<file path="config.mk">
export PLATFORM = sky130hd
export DESIGN_NAME = mem_port_arbiter_flat
export DESIGN_NICKNAME = d
export VERILOG_FILES = /design/src/rtl/mem_port_arbiter_if.sv /design/src/rtl/mem_port_arbiter.sv /design/src/flat_wrapper.sv
export SDC_FILE = /design/constraint.sdc
export NUM_CORES = 1
export LEC_CHECK = 0
export CORE_MARGIN = 2
export CORE_UTILIZATION = 45
export DETAILED_ROUTE_END_ITERATION = 8
export PLACE_DENSITY = 0.88
export SLEW_MARGIN = 20
export SYNTH_ARGS = -nofsm -noshare
export SYNTH_HDL_FRONTEND = slang
export SYNTH_SLANG_ARGS = --single-unit
</file>
<file path="constraint.sdc">
create_clock -name CLK -period 6.6 [get_ports CLK]
set_input_delay 1.32 -clock CLK [delete_from_list [all_inputs] [get_ports CLK]]
set_output_delay 1.32 -clock CLK [all_outputs]
set_load 0.02 [all_outputs]
</file>
<file path="src/rtl/mem_port_arbiter_if.sv">
// Fetch/data requester handshakes plus the memory port of mem_port_arbiter.
// slave is the arbiter's view; master is the requester/memory environment.
interface mem_port_arbiter_if #(
   parameter int ADDR_BITS = 12
);
   logic                 fetchReq;
   logic [15:0]          fetchAddr;
   logic                 fetchAck;
   logic [15:0]          fetchData;

   logic                 dataReq;
   logic                 dataWe;
   logic [15:0]          dataAddr;
   logic [15:0]          dataWData;
   logic                 dataAck;
   logic [15:0]          dataRData;

   logic                 memEn;
   logic                 memWe;
   logic [ADDR_BITS-1:0] memAddr;
   logic [15:0]          memWData;
   logic [15:0]          memRData;

   logic                 busy;
   logic                 fault;

   modport slave (
      input  fetchReq, fetchAddr, dataReq, dataWe, dataAddr, dataWData, memRData,
      output fetchAck, fetchData, dataAck, dataRData, memEn, memWe, memAddr, memWData,
             busy, fault
   );

   modport master (
      output fetchReq, fetchAddr, dataReq, dataWe, dataAddr, dataWData, memRData,
      input  fetchAck, fetchData, dataAck, dataRData, memEn, memWe, memAddr, memWData,
             busy, fault
   );
endinterface

</file>
<file path="src/rtl/mem_port_arbiter.sv">
// Round-robin fetch/data sharing of one memory port; read ack READ_LATENCY+1 cycles after grant, write ack 2; req held until ack.
// MEM_ADDR_FAULT_EN: out-of-range addresses are acked with fault and no memory access.
module mem_port_arbiter #(
   parameter int READ_LATENCY = 1,
   parameter int ADDR_BITS    = 12
) (
   input logic               CLK,
   input logic               Reset,
   mem_port_arbiter_if.slave bus
);
   localparam int CNT_W = 3;

   typedef enum logic [1:0] {IDLE, ISSUE, WAIT, ACK} state_t;

   state_t               state_q;
   logic                 last_data_q;
   logic                 sel_data_q;
   logic                 we_q;
   logic [CNT_W-1:0]     cnt_q;
   logic                 mem_en_q;
   logic                 mem_we_q;
   logic [ADDR_BITS-1:0] mem_addr_q;
   logic [15:0]          mem_wdata_q;
   logic                 fetch_ack_q;
   logic                 data_ack_q;
   logic [15:0]          fetch_data_q;
   logic [15:0]          data_rdata_q;
   logic                 busy_q;

   logic                 grant_fetch_d;
   logic                 grant_data_d;
   logic                 grant_we_d;
   logic [15:0]          grant_addr_d;
   logic                 enter_ack_d;

   always_comb begin
      grant_fetch_d = bus.fetchReq && (!bus.dataReq || last_data_q);
      grant_data_d  = bus.dataReq && !grant_fetch_d;
      grant_addr_d  = grant_data_d ? bus.dataAddr : bus.fetchAddr;
      grant_we_d    = grant_data_d && bus.dataWe;
      // Memory data is valid on the edge READ_LATENCY cycles after memEn rose.
      enter_ack_d   = ((state_q == ISSUE) && (we_q || (READ_LATENCY == 1))) ||
                      ((state_q == WAIT) && (cnt_q == CNT_W'(1)));
   end

`ifdef MEM_ADDR_FAULT_EN
   logic fault_q;
`else
   logic unused_grant_addr;
   assign unused_grant_addr = ^grant_addr_d;
`endif

   always_ff @(posedge CLK or posedge Reset) begin
      if (Reset) begin
         state_q      <= IDLE;
         last_data_q  <= 1'b1;
         sel_data_q   <= 1'b0;
         we_q         <= 1'b0;
         cnt_q        <= '0;
         mem_en_q     <= 1'b0;
         mem_we_q     <= 1'b0;
         mem_addr_q   <= '0;
         mem_wdata_q  <= '0;
         fetch_ack_q  <= 1'b0;
         data_ack_q   <= 1'b0;
         fetch_data_q <= '0;
         data_rdata_q <= '0;
         busy_q       <= 1'b0;
`ifdef MEM_ADDR_FAULT_EN
         fault_q      <= 1'b0;
`endif
      end else begin
         case (state_q)
            IDLE: begin
               if (grant_fetch_d || grant_data_d) begin
                  last_data_q <= grant_data_d;
                  sel_data_q  <= grant_data_d;
                  we_q        <= grant_we_d;
                  mem_addr_q  <= grant_addr_d[ADDR_BITS-1:0];
                  if (grant_data_d) begin
                     mem_wdata_q <= bus.dataWData;
                  end
                  busy_q <= 1'b1;
`ifdef MEM_ADDR_FAULT_EN
                  if ((grant_addr_d >> ADDR_BITS) != 16'd0) begin
                     state_q     <= ACK;
                     fault_q     <= 1'b1;
                     fetch_ack_q <= grant_fetch_d;
                     data_ack_q  <= grant_data_d;
                  end else
`endif
                  begin
                     state_q  <= ISSUE;
                     mem_en_q <= 1'b1;
                     mem_we_q <= grant_we_d;
                  end
               end
            end
            ISSUE: begin
               mem_en_q <= 1'b0;
               mem_we_q <= 1'b0;
               if (!enter_ack_d) begin
                  cnt_q   <= CNT_W'(READ_LATENCY - 1);
                  state_q <= WAIT;
               end
            end
            WAIT: begin
               cnt_q <= cnt_q - CNT_W'(1);
            end
            ACK: begin
               state_q     <= IDLE;
               busy_q      <= 1'b0;
               fetch_ack_q <= 1'b0;
               data_ack_q  <= 1'b0;
`ifdef MEM_ADDR_FAULT_EN
               fault_q     <= 1'b0;
`endif
            end
            default: state_q <= IDLE;
         endcase

         if (enter_ack_d) begin
            state_q     <= ACK;
            fetch_ack_q <= !sel_data_q;
            data_ack_q  <= sel_data_q;
            if (!we_q) begin
               if (sel_data_q) begin
                  data_rdata_q <= bus.memRData;
               end else begin
                  fetch_data_q <= bus.memRData;
               end
            end
         end
      end
   end

   assign bus.memEn     = mem_en_q;
   assign bus.memWe     = mem_we_q;
   assign bus.memAddr   = mem_addr_q;
   assign bus.memWData  = mem_wdata_q;
   assign bus.fetchAck  = fetch_ack_q;
   assign bus.dataAck   = data_ack_q;
   assign bus.fetchData = fetch_data_q;
   assign bus.dataRData = data_rdata_q;
   assign bus.busy      = busy_q;
`ifdef MEM_ADDR_FAULT_EN
   assign bus.fault     = fault_q;
`else
   assign bus.fault     = 1'b0;
`endif
endmodule

</file>
<file path="src/flat_wrapper.sv">
// flat-port wrapper written by rule: the top's interface ports become plain ports
module mem_port_arbiter_flat 
#(
   parameter int READ_LATENCY = 1,
   parameter int ADDR_BITS    = 12
)
  (CLK, Reset, bus_fetchReq, bus_fetchAddr, bus_dataReq, bus_dataWe, bus_dataAddr, bus_dataWData, bus_memRData, bus_fetchAck, bus_fetchData, bus_dataAck, bus_dataRData, bus_memEn, bus_memWe, bus_memAddr, bus_memWData, bus_busy, bus_fault);
  mem_port_arbiter_if #(.ADDR_BITS(ADDR_BITS)) bus_i ();
  input logic CLK;
  input logic Reset;
  input wire logic [$bits(bus_i.fetchReq)-1:0] bus_fetchReq;
  input wire logic [$bits(bus_i.fetchAddr)-1:0] bus_fetchAddr;
  input wire logic [$bits(bus_i.dataReq)-1:0] bus_dataReq;
  input wire logic [$bits(bus_i.dataWe)-1:0] bus_dataWe;
  input wire logic [$bits(bus_i.dataAddr)-1:0] bus_dataAddr;
  input wire logic [$bits(bus_i.dataWData)-1:0] bus_dataWData;
  input wire logic [$bits(bus_i.memRData)-1:0] bus_memRData;
  output wire logic [$bits(bus_i.fetchAck)-1:0] bus_fetchAck;
  output wire logic [$bits(bus_i.fetchData)-1:0] bus_fetchData;
  output wire logic [$bits(bus_i.dataAck)-1:0] bus_dataAck;
  output wire logic [$bits(bus_i.dataRData)-1:0] bus_dataRData;
  output wire logic [$bits(bus_i.memEn)-1:0] bus_memEn;
  output wire logic [$bits(bus_i.memWe)-1:0] bus_memWe;
  output wire logic [$bits(bus_i.memAddr)-1:0] bus_memAddr;
  output wire logic [$bits(bus_i.memWData)-1:0] bus_memWData;
  output wire logic [$bits(bus_i.busy)-1:0] bus_busy;
  output wire logic [$bits(bus_i.fault)-1:0] bus_fault;
  assign bus_i.fetchReq = bus_fetchReq;
  assign bus_i.fetchAddr = bus_fetchAddr;
  assign bus_i.dataReq = bus_dataReq;
  assign bus_i.dataWe = bus_dataWe;
  assign bus_i.dataAddr = bus_dataAddr;
  assign bus_i.dataWData = bus_dataWData;
  assign bus_i.memRData = bus_memRData;
  assign bus_fetchAck = bus_i.fetchAck;
  assign bus_fetchData = bus_i.fetchData;
  assign bus_dataAck = bus_i.dataAck;
  assign bus_dataRData = bus_i.dataRData;
  assign bus_memEn = bus_i.memEn;
  assign bus_memWe = bus_i.memWe;
  assign bus_memAddr = bus_i.memAddr;
  assign bus_memWData = bus_i.memWData;
  assign bus_busy = bus_i.busy;
  assign bus_fault = bus_i.fault;
  mem_port_arbiter #(.READ_LATENCY(READ_LATENCY), .ADDR_BITS(ADDR_BITS)) u_core (.CLK(CLK), .Reset(Reset), .bus(bus_i));
endmodule
</file>
==> impl_metrics.csv, run 1 <==
group,metric,value,unit
worst_setup_path,cp.arrival,3.11,ns
synth,yosysWarnings,0,
cells_and_area,finalNetCount,425,
global_route,grt_max_degree,74,
timing,fmax,347,MHz
placement,globalplace.congestion,0.742,
timing,fin_crit,2.89,ns
timing,skew,0.0141,ns
global_route,met3_usage,6.26,%
global_route,busiest_layer,"met2",
detailed_routing,wire_per_inst,15.4,um
clock_network,root_buffer,"clkbuf_8",
detailed_routing,viasPerCell,4.97,
detailed_routing,first_pass_iters,4,
cells_and_area,drive_above_1_share,20.1,%
timing,timing.final.crit_share,43.7,%
synth,synth_cell_types,32,
timing,finalWorstSetupSlack,3.71,ns
global_route,grt_pass1_wl,10800,um
timing,slew_viol_final,0,
clock_network,cts_hold_buf,0,
floorplanning,initial_utilization,46.3,%
global_route,grt_usage,18.6,%
run_status,outcome,"completed",
job,drv_cap,0,
synth,syn_area_per_cell,14.0,sq um
worst_hold_path,hold_path_class,"flip-flop to flip-flop",
clock_network,cts_resized,0,
placement,dp_hpwl,4920,um
placement,dpl_cell_area,0.00440,sq mm
global_route,antenna_found_initial,0,
synth,ys_seq_area_share,58.4,%
clock_network,cts_setup_buffers,0,
worst_setup_path,cp-end-kind,"flip-flop",
clock_network,clk_latency,0.35,ns
timing,worst_pin_slew,0.976,ns
global_route,grt_use_met1,22.7,%
clock_network,clockBufferDepth,2,
floorplanning,core_area,0.00676,sq mm
placement,placedCellCount,418,
timing,setup_violations,0,
clock_network,htreeDepth,3,
timing,finalHoldWorstSlack,0.470,ns
clock_network,cts.sinks,73,
floorplanning,rows,30,
detailed_routing,drc,0,
floorplanning,die_y,87.4,um
synth,synthTopCellsByArea,"dfrtp_1 58%, mux2_2 10%, mux2_4 9.6%, mux2i_1 4.2%, o21ai_0 3.0%",
synth,synth_cells,223,
timing,rsz0062_at_grt,"false",
clock_network,clkTransAtPathRegs,0.08,ns
detailed_routing,routed_wirelength,6670,um
timing,finalHoldViolCount,0,
detailed_routing,vias,2155,
cells_and_area,postLayoutCellArea,0.00458,sq mm
timing,setup_tns,0,ns
cells_and_area,fillers,486,
synth,synth.net_count,299,
synth,yosysTopAreaCell,"dfrtp_1",
detailed_routing,drt-initial-drc-count,54,
global_route,grt_pass1_vias,2227,
worst_setup_path,startpoint_type,"primary input",
placement,io_buffers,125,
worst_setup_path,path_max_fanout,20,
power_and_ir_drop,power.density,512,mW/mm^2
power_and_ir_drop,p_leak,2.08,nW
timing,slew_headroom,35.0,%
global_route,grtUsageMet2,30.0,%
cells_and_area,final-instance-count-excl-fill,434,
synth,synth-seq-cells,73,
cells_and_area,antenna_cells,0,
clock_network,cts_buffers,9,
synth,synth_area,0.00313,sq mm
floorplanning,pin_count,135,
worst_setup_path,path_class,"primary input to flip-flop",
floorplanning,die-area,0.00764,sq mm
placement,dpl_worst_slack,3.32,ns
floorplanning,fp.dieW,87.4,um
clock_network,cts_tree,"built",
detailed_routing,ant_nets,0,
synth,synth_top_area_share,57.6,%
cells_and_area,area_delta_synth_final,46.4,%
power_and_ir_drop,peakVddDrop,231,uV
global_route,grt_overflow,0,
worst_setup_path,required,6.83,ns
[Yosys cell counts (all sizes together)]
cell	n
a21oi	1
conb	1
inv	9
o21ai	21
o31ai	1
ha	7
mux2i	13
o211ai	1
dfrtp	72
xor2	1
or3	1
clkbuf	2
xnor2	1
nand3	1
nor2	3
a21bo	1
buf	9
a21boi	1
nor3b	1
o41ai	1
dfstp	1
mux2	48
o221ai	1
a32o	1
nand2	22
nor2b	1
and3b	1
[per-layer routing]
layer  up-vias  part of all wire (%)
met1      1022                    41
met4         0                   1.8
met2       102                    47
met3         9                   9.5
met5         -                     0
li1       1022                     -
[state kept, by name (all words and copies together) (netlist names), 2 cells and up]
name                  count
u_core.bus.dataRData     16
u_core.bus.fetchData     16
u_core.bus.memAddr       12
u_core.bus.memWData      16
u_core.cnt_q              3
u_core.state_q            2
[final timing paths]
check / start / to / depth (start not counted) / slack (ns)
setup / recovery: bus_fetchReq / u_core.bus.memWData[8] / 4 / 3.71
hold / removal: u_core.last_data_q / u_core.last_data_q / 2 / 0.47
setup reg to reg: u_core.state_q[0] / u_core.bus.dataRData[8] / 5 / 4.40
hold reg to reg: u_core.last_data_q / u_core.last_data_q / 2 / 0.47
max in group asynchronous: Reset / u_core.bus.memAddr[11] / 3 / 4.46
min in group asynchronous: Reset / u_core.bus.fetchData[10] / 3 / 1.56
[worst max-delay path, stage by stage]
cell and delay, ns:
clkdlybuf4s50_1 0.50, nand2_1 0.11, nand3_1 0.64, mux2_2 0.54
[through the flow]
step                utilization, %  power, W
CTS                           67.9   0.00238
global placement              65.1   0.00200
floorplan                        -   0.00153
global route                  67.9   0.00250
finish                        67.9   0.00235
detailed placement            65.1   0.00205
[power breakdown]
group | switching [W] | internal, W
registers | 0.000128 | 0.000677
clock network | 0.000179 | 0.000143
logic | 0.000566 | 0.000655
[cell type report]
class | count | area (sq um) | area share, %
sequential | 73 | 1830 | 39.9
timing repair buffer | 126 | 1260 | 27.5
multi-input combinational | 130 | 1180 | 25.7
clock buffer | 9 | 124 | 2.70
tap | 80 | 100 | 2.18
clock inverter | 7 | 61.3 | 1.34
inverter | 9 | 33.8 | 0.737
[kinds of logic (layout without fill, tap and decap cells)]
| kind of cell | count (synthesis) | after routing | share of synthesized area [%] |
|---|---|---|---|
| flip-flops | 73 | 73 | 58.4 |
| multiplexers | 61 | 61 | 23.8 |
| AND/OR/NAND/NOR | 30 | 30 | 4.08 |
| AO/OA/AOI/OAI | 29 | 29 | 6.16 |
| buffers and inverters | 20 | 151 | 4.08 |
| adder cells (fa/ha/maj) | 7 | 7 | 2.80 |
| XOR/XNOR | 2 | 2 | 0.560 |
| other | 1 | 1 | 0.120 |
[cell usage in the layout (no fill, tap or decap), types with 2 or more instances in the layout]
master and n:
nor2_1 3, clkinv_4 2, inv_1 8, o21ai_0 18
mux2i_1 13, inv_6 2, clkinvlp_4 2, clkbuf_8 9
o21ai_4 2, nand2_1 22, dfrtp_1 72, clkdlybuf4s50_1 125
mux2_2 28, mux2_4 20, ha_1 7
Power figures use the tool's default switching activity.
==> inputs of run 2 (changes only) <==
--- a/config.mk
+++ b/config.mk
@@ -6,9 +6,9 @@
 export NUM_CORES = 1
 export LEC_CHECK = 0
 export CORE_MARGIN = 2
-export CORE_UTILIZATION = 45
+export CORE_UTILIZATION = 42
 export DETAILED_ROUTE_END_ITERATION = 8
-export PLACE_DENSITY = 0.88
+export PLACE_DENSITY = 0.83
 export SLEW_MARGIN = 20
 export SYNTH_ARGS = -nofsm -noshare
 export SYNTH_HDL_FRONTEND = slang
==> constraint.sdc (replaced) <==
create_clock -name CLK -period 3 [get_ports CLK]
set_input_delay 0.6 -clock CLK [delete_from_list [all_inputs] [get_ports CLK]]
set_output_delay 0.6 -clock CLK [all_outputs]
set_load 0.02 [all_outputs]
==> impl_metrics.csv, run 2 (synthesis results as in run 1) <==
group,metric,value,unit
cells_and_area,postLayoutCellArea,0.00468,sq mm
detailed_routing,drt-initial-drc-count,69,
job,drv_cap,0,
timing,rsz0062_at_grt,"false",
clock_network,cts_resized,0,
power_and_ir_drop,p_leak,2.12,nW
global_route,grt_overflow,0,
clock_network,clockBufferDepth,2,
worst_setup_path,crit_path_end,"u_core.bus.dataRData[4]",
floorplanning,die-area,0.00816,sq mm
floorplanning,pin_count,135,
clock_network,cts.sinks,73,
cells_and_area,final_common_cell,"clkdlybuf4s50_1",
clock_network,clk_latency,0.35,ns
floorplanning,initial_utilization,43.2,%
global_route,grt_usage,17.5,%
clock_network,cts_hold_buf,0,
timing,finalHoldViolCount,0,
clock_network,clkTransAtPathRegs,0.08,ns
worst_setup_path,r2r_cells,5,
worst_setup_path,path_class,"flip-flop to flip-flop",
run_status,outcome,"completed",
global_route,grt_pass1_vias,2270,
global_route,antenna_found_initial,0,
cells_and_area,drive_above_1_share,20.7,%
timing,slew_viol_final,0,
worst_setup_path,r2r_slack,0.82,ns
placement,globalplace.congestion,0.728,
clock_network,root_buffer,"clkbuf_8",
worst_hold_path,min_from,"u_core.last_data_q",
timing,timing.final.crit_share,72.5,%
global_route,grt_max_degree,34,
detailed_routing,routed_wirelength,6790,um
timing,slew_headroom,53.5,%
detailed_routing,vias,2169,
detailed_routing,drc,0,
worst_setup_path,cp.arrival,2.41,ns
worst_setup_path,regToRegStartpoint,"u_core.state_q[0]",
power_and_ir_drop,peakVddDrop,506,uV
detailed_routing,wire_per_inst,14.9,um
floorplanning,rows,31,
worst_setup_path,r2r_end,"u_core.bus.dataRData[4]",
timing,fin_crit,2.18,ns
timing,worst_pin_slew,0.697,ns
clock_network,cts_setup_buffers,0,
power_and_ir_drop,p_total,0.00533,W
power_and_ir_drop,power.density,1140,mW/mm^2
clock_network,htreeDepth,3,
cells_and_area,finalNetCount,428,
worst_setup_path,startpoint_type,"flip-flop",
worst_setup_path,cp-end-kind,"flip-flop",
worst_hold_path,hold_path_class,"flip-flop to flip-flop",
detailed_routing,first_pass_iters,4,
cells_and_area,final_cell_mix,"125 x clkdlybuf4s50_1, 72 x dfrtp_1, 28 x mux2_2, 22 x nand2_1, 20 x mux2_4",
floorplanning,fp.dieW,90.3,um
clock_network,cts_buffers,9,
clock_network,cts_tree,"built",
detailed_routing,ant_nets,0,
floorplanning,core_area,0.00725,sq mm
timing,setup_violations,0,
placement,io_buffers,125,
floorplanning,die_y,90.3,um
cells_and_area,area_delta_synth_final,49.6,%
timing,setup_tns,0,ns
worst_setup_path,cp-startpoint,"u_core.state_q[0]",
placement,dp_hpwl,5050,um
timing,fmax,460,MHz
global_route,grt_pass1_wl,11200,um
cells_and_area,antenna_cells,0,
timing,skew,0.00793,ns
detailed_routing,viasPerCell,4.76,
worst_setup_path,path_max_fanout,16,
worst_setup_path,required,3.23,ns
placement,dpl_cell_area,0.00446,sq mm
-- run 2: cell count changes in the layout (fill, tap and decap cells not counted), sizes merged --
cell	change
buf	+3
bufinv	+2
clkinvlp	-1
inv	-1
-- run 2: critical path, cell delays in order (launching register included) --
cell	delay [ns]
dfrtp_1	0.40
inv_1	0.09
ha_1	0.28
and3b_1	0.28
o21ai_4	0.58
mux2_2	0.42
-- run 2: area by class of cell --
| cell class | instances | area (sq um) |
|---|---|---|
| multi-input combinational | 130 | 1180 |
| clock inverter | 7 | 103 |
| inverter | 9 | 33.8 |
| tap | 99 | 124 |
| fill | 587 | 2570 |
| clock buffer | 9 | 124 |
| sequential | 73 | 1830 |
| timing repair buffer | 129 | 1290 |
-- run 2: how the worst min path moves through the flow --
stage | depth (start not counted) | slack [ns] | endpoint
CTS | 2 | 0.47 | u_core.last_data_q
global route | 2 | 0.50 | u_core.last_data_q
global placement | 2 | 0.46 | u_core.last_data_q
floorplan | 2 | 0.45 | u_core.last_data_q
finish | 2 | 0.47 | u_core.last_data_q
detailed placement | 2 | 0.46 | u_core.last_data_q
-- run 2: stage by stage --
| step | hold WS [ns] | cells | setup WS, ns | util, % |
|---|---|---|---|---|
| finish | 0.471 | 456 | 0.825 | 64.6 |
| global route | 0.502 | 456 | 0.691 | 64.6 |
| CTS | 0.472 | 456 | 0.792 | 64.6 |
| detailed placement | 0.459 | 440 | 0.788 | 61.5 |
| global placement | 0.456 | 440 | 0.853 | 61.5 |
| floorplan | 0.447 | 223 | 0.548 | - |
-- run 2: where the power goes --
group          total [W]  switching, W  internal [W]
Clock           0.000862      0.000385      0.000476
Sequential       0.00177      0.000284       0.00149
Combinational    0.00269       0.00124       0.00145
-- run 2: metal layers --
layer  vias up  track usage (%)  routed length [um]
li1       1034                -                   -
met1      1044             20.6                2840
met2        79             29.5                3380
met3        12             7.43                 466
met4         0             4.74                 113
met5         -                0                   0
